File: src/rtl/qpu_exu_longp_wbck_arb_pkg.sv
// Shared constants for the long-pipe write-back arbiter.
//   - Datapath widths (XLEN, RF index width, OITF itag width).
//   - Source indices: LSU is 0 and MCU is 1. LSU wins any tie.
//   - Width of the stall watchdog counter.
package qpu_exu_longp_wbck_arb_pkg;

    localparam int QPU_XLEN    = 32;
    localparam int QPU_RFIDX_W = 5;
    localparam int QPU_ITAG_W  = 2;

    localparam int WDOG_W = 16;

    typedef enum logic {
        SRC_LSU = 1'b0,
        SRC_MCU = 1'b1
    } src_e;

endpackage

File: src/rtl/qpu_exu_longp_wbck_arb_obuf.sv
// qpu_wbck_obuf: one-entry valid/ready pipeline register for write-back results.
//   clk, rst_n     : clock and synchronous active-low reset
//   in_valid       : capture request. The caller asserts it only when in_ready is high.
//   in_ready       : the entry is free, or it drains in this cycle
//   in_data/rdidx  : result and destination to capture
//   out_valid      : the entry holds a result
//   out_ready      : downstream accepts the held result
//   out_data/rdidx : the held result. It stays stable while out_valid & !out_ready.
module qpu_wbck_obuf #(
    parameter int DW = 32,
    parameter int RW = 5
) (
    input  logic          clk,
    input  logic          rst_n,
    input  logic          in_valid,
    output logic          in_ready,
    input  logic [DW-1:0] in_data,
    input  logic [RW-1:0] in_rdidx,
    output logic          out_valid,
    input  logic          out_ready,
    output logic [DW-1:0] out_data,
    output logic [RW-1:0] out_rdidx
);

    // A capture can take the slot in the same cycle that the slot drains.
    // This is what allows one result per cycle back to back.
    assign in_ready = !out_valid | out_ready;

    always_ff @(posedge clk) begin
        if (!rst_n) begin
            // NOTE: the payload is cleared as well as valid, so the outputs are at a known value after reset.
            out_valid <= 1'b0;
            out_data  <= '0;
            out_rdidx <= '0;
        end else if (in_valid && in_ready) begin
            // NOTE: non-blocking assignments, so every register samples the values from before this edge.
            out_valid <= 1'b1;
            out_data  <= in_data;
            out_rdidx <= in_rdidx;
        end else if (out_ready) begin
            out_valid <= 1'b0;
        end
    end

endmodule

File: src/rtl/qpu_exu_longp_wbck_arb.sv
// qpu_exu_longp_wbck_arb: long-pipe write-back arbiter between the LSU and the MCU.
// Results retire strictly in OITF order. A source is granted only when its itag
// equals the itag of the oldest OITF entry.
//   lsu_wbck_i_* / mcu_wbck_i_* : source results (valid/ready, data, itag)
//   oitf_*                      : oldest-entry view of the OITF and its retire strobe
//   longp_wbck_o_*              : registered result towards the final write-back stage
//   wbck_pend_*                 : a retired result is still waiting for its RF write
//   err_o                       : sticky error. Set by a double itag match or by watchdog expiry.
module qpu_exu_longp_wbck_arb
    import qpu_exu_longp_wbck_arb_pkg::*;
#(
    parameter int XLEN      = QPU_XLEN,
    parameter int RFIDX_W   = QPU_RFIDX_W,
    parameter int ITAG_W    = QPU_ITAG_W,
    parameter int STALL_MAX = 255
) (
    input  logic               clk,
    input  logic               rst_n,

    input  logic               lsu_wbck_i_valid,
    output logic               lsu_wbck_i_ready,
    input  logic [XLEN-1:0]    lsu_wbck_i_data,
    input  logic [ITAG_W-1:0]  lsu_wbck_i_itag,

    input  logic               mcu_wbck_i_valid,
    output logic               mcu_wbck_i_ready,
    input  logic [XLEN-1:0]    mcu_wbck_i_data,
    input  logic [ITAG_W-1:0]  mcu_wbck_i_itag,

    input  logic               oitf_empty,
    input  logic [ITAG_W-1:0]  oitf_ret_ptr,
    input  logic [RFIDX_W-1:0] oitf_ret_rdidx,
    input  logic               oitf_ret_rdwen,
    output logic               oitf_ret_ena,

    output logic               longp_wbck_o_valid,
    input  logic               longp_wbck_o_ready,
    output logic [XLEN-1:0]    longp_wbck_o_data,
    output logic [RFIDX_W-1:0] longp_wbck_o_rdidx,

    output logic               wbck_pend_vld,
    output logic [RFIDX_W-1:0] wbck_pend_rdidx,

    output logic               err_o
);

    localparam logic [WDOG_W-1:0] STALL_LIM = WDOG_W'(STALL_MAX);

    logic              lsu_hit;
    logic              mcu_hit;
    logic              grant;
    logic              buf_free;
    logic              accept;
    logic              capture;
    src_e              src_sel;
    logic [XLEN-1:0]   cap_data;
    logic              stall;
    logic [WDOG_W-1:0] stall_cnt;
    logic [WDOG_W-1:0] stall_cnt_nxt;

    assign lsu_hit = !oitf_empty & lsu_wbck_i_valid & (lsu_wbck_i_itag == oitf_ret_ptr);
    assign mcu_hit = !oitf_empty & mcu_wbck_i_valid & (mcu_wbck_i_itag == oitf_ret_ptr);
    assign grant   = lsu_hit | mcu_hit;

    // If both sources match, that is a protocol violation. The LSU still takes the slot.
    assign src_sel = lsu_hit ? SRC_LSU : SRC_MCU;

    // An entry that writes no register retires even when the output buffer is blocked.
    // No entry retires while reset is asserted.
    assign accept  = rst_n & grant & (oitf_ret_rdwen ? buf_free : 1'b1);
    assign capture = accept & oitf_ret_rdwen;

    assign oitf_ret_ena     = accept;
    assign lsu_wbck_i_ready = accept & (src_sel == SRC_LSU);
    assign mcu_wbck_i_ready = accept & (src_sel == SRC_MCU);

    assign cap_data = (src_sel == SRC_LSU) ? lsu_wbck_i_data : mcu_wbck_i_data;

    qpu_wbck_obuf #(
        .DW (XLEN),
        .RW (RFIDX_W)
    ) u_obuf (
        .clk       (clk),
        .rst_n     (rst_n),
        .in_valid  (capture),
        .in_ready  (buf_free),
        .in_data   (cap_data),
        .in_rdidx  (oitf_ret_rdidx),
        .out_valid (longp_wbck_o_valid),
        .out_ready (longp_wbck_o_ready),
        .out_data  (longp_wbck_o_data),
        .out_rdidx (longp_wbck_o_rdidx)
    );

    // The buffered entry has already retired from the OITF. Until it reaches the RF,
    // the dependency check must still see its destination.
    assign wbck_pend_vld   = longp_wbck_o_valid;
    assign wbck_pend_rdidx = longp_wbck_o_rdidx;

    // Watchdog. The counter counts cycles in which the OITF is non-empty and nothing retires.
    // It saturates at the limit.
    assign stall = !oitf_empty & !oitf_ret_ena;

    always_comb begin
        // NOTE: assign a default first, so that no path through this block can infer a latch.
        stall_cnt_nxt = '0;
        if (stall) begin
            stall_cnt_nxt = (stall_cnt == STALL_LIM) ? stall_cnt : stall_cnt + 1'b1;
        end
    end

    always_ff @(posedge clk) begin
        if (!rst_n) begin
            stall_cnt <= '0;
            err_o     <= 1'b0;
        end else begin
            stall_cnt <= stall_cnt_nxt;
            // err_o sets on the edge where the counter reaches the limit. It is sticky.
            if ((lsu_hit & mcu_hit) || (stall_cnt_nxt == STALL_LIM)) begin
                err_o <= 1'b1;
            end
        end
    end

endmodule

File: config.mk
export PLATFORM = sky130hd
export DESIGN_NAME = qpu_exu_longp_wbck_arb
export DESIGN_NICKNAME = d
export VERILOG_FILES = /design/src/rtl/qpu_exu_longp_wbck_arb_pkg.sv /design/src/rtl/qpu_exu_longp_wbck_arb_obuf.sv /design/src/rtl/qpu_exu_longp_wbck_arb.sv
export SDC_FILE = /design/constraint.sdc
export NUM_CORES = 1
export LEC_CHECK = 0
export ABC_CLOCK_PERIOD_IN_PS = 2300
export CORE_MARGIN = 2
export CORE_UTILIZATION = 42
export DETAILED_ROUTE_END_ITERATION = 6
export MAX_ROUTING_LAYER = met4
export PLACE_DENSITY = 0.81
export SLEW_MARGIN = 20
export SYNTH_ARGS = -nofsm -noshare
export SYNTH_HDL_FRONTEND = slang
export SYNTH_SLANG_ARGS = --single-unit
File: constraint.sdc
create_clock -name clk -period 2.3 [get_ports clk]
set_input_delay 0.46 -clock clk [delete_from_list [all_inputs] [get_ports clk]]
set_output_delay 0.46 -clock clk [all_outputs]
set_load 0.02 [all_outputs]
## Yosys cells after proc, flatten, opt, wreduce, memory -nomap -nowiden

Index checks and enable logic that the tools add are counted.

- $add $sub $neg: 1
- Eq/ne operators: 4
- Multiplexer cells: 7
- Bitwise logic cells: 13
- Reductions and logical operators: 6

Operators with widths:

| operator | count |
|---|---|
| $eq 16x8->1 const B | 2 |
| $mux 16 | 2 |
| $mux 32 | 1 |
| $add 16x1->16 const B | 1 |
| $and 1x1->1 | 11 |
| $eq 2x2->1 | 2 |
| $mux 1 | 4 |
| $logic_not 1->1 | 3 |
| $or 1x1->1 | 2 |
| $reduce_bool 2->1 | 1 |
| $logic_and 1x1->1 | 1 |
| $logic_or 1x1->1 | 1 |

- Bits in registers: 55
- Word-level logic and storage cells: 36

## Logic depth before layout (Yosys ltp)

- Depth in word-level cells: 11
- Mapped depth: 8
- Mapped depth without buffers: 6

## By module

Synthesis repeated with hierarchy kept, for this count alone.

- Cells, all modules: 339
- Area, all modules: 3101.7 µm²

Modules (own cells, without submodules):

| module | times used | cells an instance | area an instance (µm²) | seq. area each (µm²) |
|---|---|---|---|---|
| qpu_wbck_obuf | 1 | 165 | 1557.7 | 760.7 |
| qpu_exu_longp_wbck_arb | 1 | 174 | 1544.0 | 340.3 |

## Least setup slack after synthesis

No wires, ideal clock.

- Path kind: input -> output
- From: input oitf_ret_ptr[1]
- To: output mcu_wbck_i_ready
- Data arrival time: 1.704 ns
- Data required time: 1.840 ns
- Slack: 0.136 ns
- Stages on the path: 5
- Path buffers: 2
- Path through: xnor2_1 nand4b_1 buf_2 buf_2 nor3b_1

- Word-level cells in the longest chain between the ends: 6
- Elaborated cells between the ends (all ways): 9
- Classes of those cells: eq/ne: 2; mux: 1; bitwise: 6

RTL lines:

| item | RTL line | text |
|---|---|---|
| start: declaration | qpu_exu_longp_wbck_arb.sv:31 | `input logic [ITAG_W-1:0] oitf_ret_ptr,` |
| $eq 2x2->1 (on tied branches) | qpu_exu_longp_wbck_arb.sv:61, qpu_exu_longp_wbck_arb.sv:62 |  |
| $and 1x1->1 (on tied branches) | qpu_exu_longp_wbck_arb.sv:61, qpu_exu_longp_wbck_arb.sv:62 |  |
| $or 1x1->1 | qpu_exu_longp_wbck_arb.sv:63 | `assign grant = lsu_hit \| mcu_hit;` |
| $and 1x1->1 (2 in series) | qpu_exu_longp_wbck_arb.sv:70 | `assign accept = rst_n & grant & (oitf_ret_rdwen ? buf_free : 1'b1);` |
| $and 1x1->1 (*) | qpu_exu_longp_wbck_arb.sv:75 | `assign mcu_wbck_i_ready = accept & (src_sel == SRC_MCU);` |
| end: declaration | qpu_exu_longp_wbck_arb.sv:26 | `output logic mcu_wbck_i_ready,` |

Every way passes the cells marked *; elsewhere a longest branch is shown, timed or not.

## Worst setup path in the final report

- From: input mcu_wbck_i_itag[0]
- To: output oitf_ret_ena

- Word-level cells in the longest chain between the ends: 5

RTL lines:

| item | RTL line | text |
|---|---|---|
| start: declaration | qpu_exu_longp_wbck_arb.sv:28 | `input logic [ITAG_W-1:0] mcu_wbck_i_itag,` |
| $eq 2x2->1 | qpu_exu_longp_wbck_arb.sv:62 | `assign mcu_hit = !oitf_empty & mcu_wbck_i_valid & (mcu_wbck_i_itag == oitf_ret_ptr);` |
| $and 1x1->1 | qpu_exu_longp_wbck_arb.sv:62 |  |
| $or 1x1->1 | qpu_exu_longp_wbck_arb.sv:63 |  |
| $and 1x1->1 (2 in series) | qpu_exu_longp_wbck_arb.sv:70 |  |
| end: declaration | qpu_exu_longp_wbck_arb.sv:34 | `output logic oitf_ret_ena,` |

No other way between the ends.

==> results.toml <==
[synthesis]
synthTopCellsByArea = "dfxtp_1 38%, mux2i_1 14%, o211a_1 11%"
synth_top_area_share_pct = 38.3
synth_fp_nets = 389
yosys.area.top_type = "dfxtp_1"
syn-cell-area_mm2 = 0.00287
ys_seq_elements = 55
ys.flop_type = "dfxtp_1"
synth_cell_types = 48
synth_edf_count = 0
yosysWarnings = 0
syn-instance-count = 306
async_flop_share_pct = 0
synth-seq-area-share_pct = 38.3
syn_area_per_cell_um2 = 9.38

[clock_network]
cts_sinks = 55
tritoncts = "yes"
clockRootBuffer = "clkbuf_8"
cts_buffers = 5
htree_levels = 2
insertion_delay_ps = 300
clk_pin_slew_ps = 90
clockBufferDepth = 2

[power]
clkPwrFrac_pct = 27.8
p_leak_nw = 2.17
peakVddDrop_uv = 226
pwr-share-comb_pct = 19.1
power_density_mw_per_mm2 = 425
netSwitchingPower_w = 0.000445
seq_power_share_pct = 53.1
switching_share_pct = 24.0
p_int_w = 0.00141

[drt]
drc = 0
finalWirelength_mm = 7.53
drt_iter0_drc = 191
antenna_left = 0
vias = 2717
avgRoutedWirePerCell_um = 14.6
firstDrtPassIters = 4
vias_per_cell = 5.26

[place]
dp_hpwl_mm = 5.89
dp.cells = 506
numPortBuffers = 129
finalWeightedCongestion = 0.985

[timing]
holdWs_ps = 507
final_hold_viol_count = 0
rsz0062_at_grt = "no"
slew_headroom_pct = 73.7
worst_slew_pin_slew_ps = 394
layout_worst_path_cycle_share_pct = 96.9
finalClockSkew_ps = 3.73
period_minus_slack_ps = 2230
setup_viol = 0
drv_slew = 0
max_freq_mhz = 449

[floorplan]
fp.dieH_um = 86.7
boundaryPins = 130
coreArea_mm2 = 0.00672
initial_core_util_pct = 42.7
std_cell_rows = 30
die_w_um = 86.7
die-area_mm2 = 0.00751

[grt]
grtUsageTotal_pct = 20.8
grt_max_degree = 60
grt_pass1_vias = 2616
overflow = 0
grt_pass1_wl_mm = 12.1
grt_antenna_before_repair = 1

[final_layout]
fill_cells = 553
fin_nets = 518
layout-drive-gt1-share_pct = 9.86
area_growth_pct = 52.0
instances_no_fill = 517

[status]
status = "finished, final reports clean"

[worst_setup_path]
worst_ep_arrival_time_ps = 1770
critPathKind = "input port to output pin"
crit_path_end_kind = "output pin"
crit_path_start_kind = "input port"
crit_required_ps = 1840
crit_path_max_fanout = 4

[job]
max_cap_violations = 0

[hold_path]
hp-class = "flop to flop"
-- critical path: stages --
cell and delay [ps]:
clkdlybuf4s50_1 510, xnor2_1 150, nand4b_1 120, buf_4 170, a21o_1 190, inv_2 60, buf_6 110
-- stage by stage --
stage                     total power [W]  setup WS (ps)  instance area (um2)  TNS (ps)  util, %
after floorplan                   0.00114            136                 2870         0        -
after global placement            0.00135           -388                 4270     -8050     63.5
after detailed placement          0.00136           -465                 4270    -11690     63.5
after CTS                         0.00186           28.2                 4350         0     64.7
after global routing              0.00194           23.2                 4370         0     65.0
final                             0.00185           71.7                 4370         0     65.0
-- timing repair --
item / in CTS / in global routing
gates resized for setup: 17 / 6
pin swaps: 2 / 4
buffers inserted: 2 / 0
hold buffers: 0 / 0
endpoints found under the hold margin: 0 / 0
endpoints found under the setup margin: 4 / 3
-- layout make-up --
class | instances | area [um2] | share of cell area [%]
inverter | 6 | 22.5 | 0.516
timing repair buffer | 150 | 1460 | 33.4
multi-input combinational | 217 | 1600 | 36.7
sequential | 55 | 1100 | 25.2
clock buffer | 7 | 76.3 | 1.75
antenna | 1 | 2.50 | 0.0573
tap | 80 | 100 | 2.29
clock inverter | 1 | 5.00 | 0.115
-- kinds of logic after synthesis --
family | after synthesis | synth area share (%)
fa+ha+maj | 1 | 0.436
flops | 55 | 38.3
compound gates | 60 | 18.7
mux | 39 | 13.6
simple gates | 100 | 17.6
buf+inv | 34 | 6.10
xor+xnor | 17 | 5.19
-- cells in the mapped netlist (2+ instances only) --
library cell / instances
buf_4: 9
and2_1: 2
nor2b_1: 7
nor2_1: 24
nor3_1: 2
mux2i_1: 39
xor2_1: 7
o21ai_0: 4
nand4b_1: 2
xnor2_1: 10
a211oi_1: 4
nand3_1: 8
o211a_1: 32
inv_1: 6
clkbuf_2: 2
clkbuf_1: 8
o211ai_1: 3
buf_2: 9
a21oi_1: 6
dfxtp_1: 55
nand2_1: 38
and3_1: 3
-- cells in the final DEF, fill, tap and decap left out, types with 2 or more instances in the layout --
cell type          n
dfxtp_1           55
buf_4             20
nor2_1            24
xor2_1             7
a21oi_1            6
nand4b_1           2
o211a_1           32
and3_1             3
nor2b_1            7
mux2i_1           39
clkbuf_1           2
nand2_1           38
a211oi_1           4
clkdlybuf4s50_1  122
nor3_1             2
nand3_1            8
buf_6              2
o21ai_0            4
o211ai_1           3
xnor2_1           10
dlygate4sd2_1      3
inv_1              5
clkbuf_8           5
and2_1             2
-- final timing paths --
path                                                      start                              end  cells past startpoint  slack [ps]
worst min-delay path            u_obuf.out_data[5]$_SDFFE_PN0P_  u_obuf.out_data[5]$_SDFFE_PN0P_                      1         510
worst max-delay path                         mcu_wbck_i_itag[0]                     oitf_ret_ena                      7          70
worst max register to register          stall_cnt[5]$_SDFF_PN0_               err_o$_SDFFE_PN0P_                      5          90
worst min register to register  u_obuf.out_data[5]$_SDFFE_PN0P_  u_obuf.out_data[5]$_SDFFE_PN0P_                      1         510
-- power groups by stage --
| stage | sequential, W | combinational, W | clock [W] |
|---|---|---|---|
| final | 0.000983 | 0.000354 | 0.000515 |
| after global routing | 0.000987 | 0.000379 | 0.000572 |
| after CTS | 0.000984 | 0.000356 | 0.000524 |
| after detailed placement | 0.00101 | 0.000356 | 0 |
| after global placement | 0.00100 | 0.000349 | 0 |
| after floorplan | 0.00103 | 0.000117 | 0 |
-- flip-flops by register name, summed over array words and instances, names as in the netlist --
signal	cells
err_o	1
stall_cnt	16
u_obuf.out_data	32
u_obuf.out_rdidx	5
u_obuf.out_valid	1
-- metal layers --
| layer | routed length, um | track usage [%] |
|---|---|---|
| met5 | 0 | - |
| met4 | 153 | 7.10 |
| met3 | 592 | 6.29 |
| met2 | 3610 | 32.7 |
| met1 | 3180 | 25.5 |
Note: power is estimated with default switching activity, not from simulation.
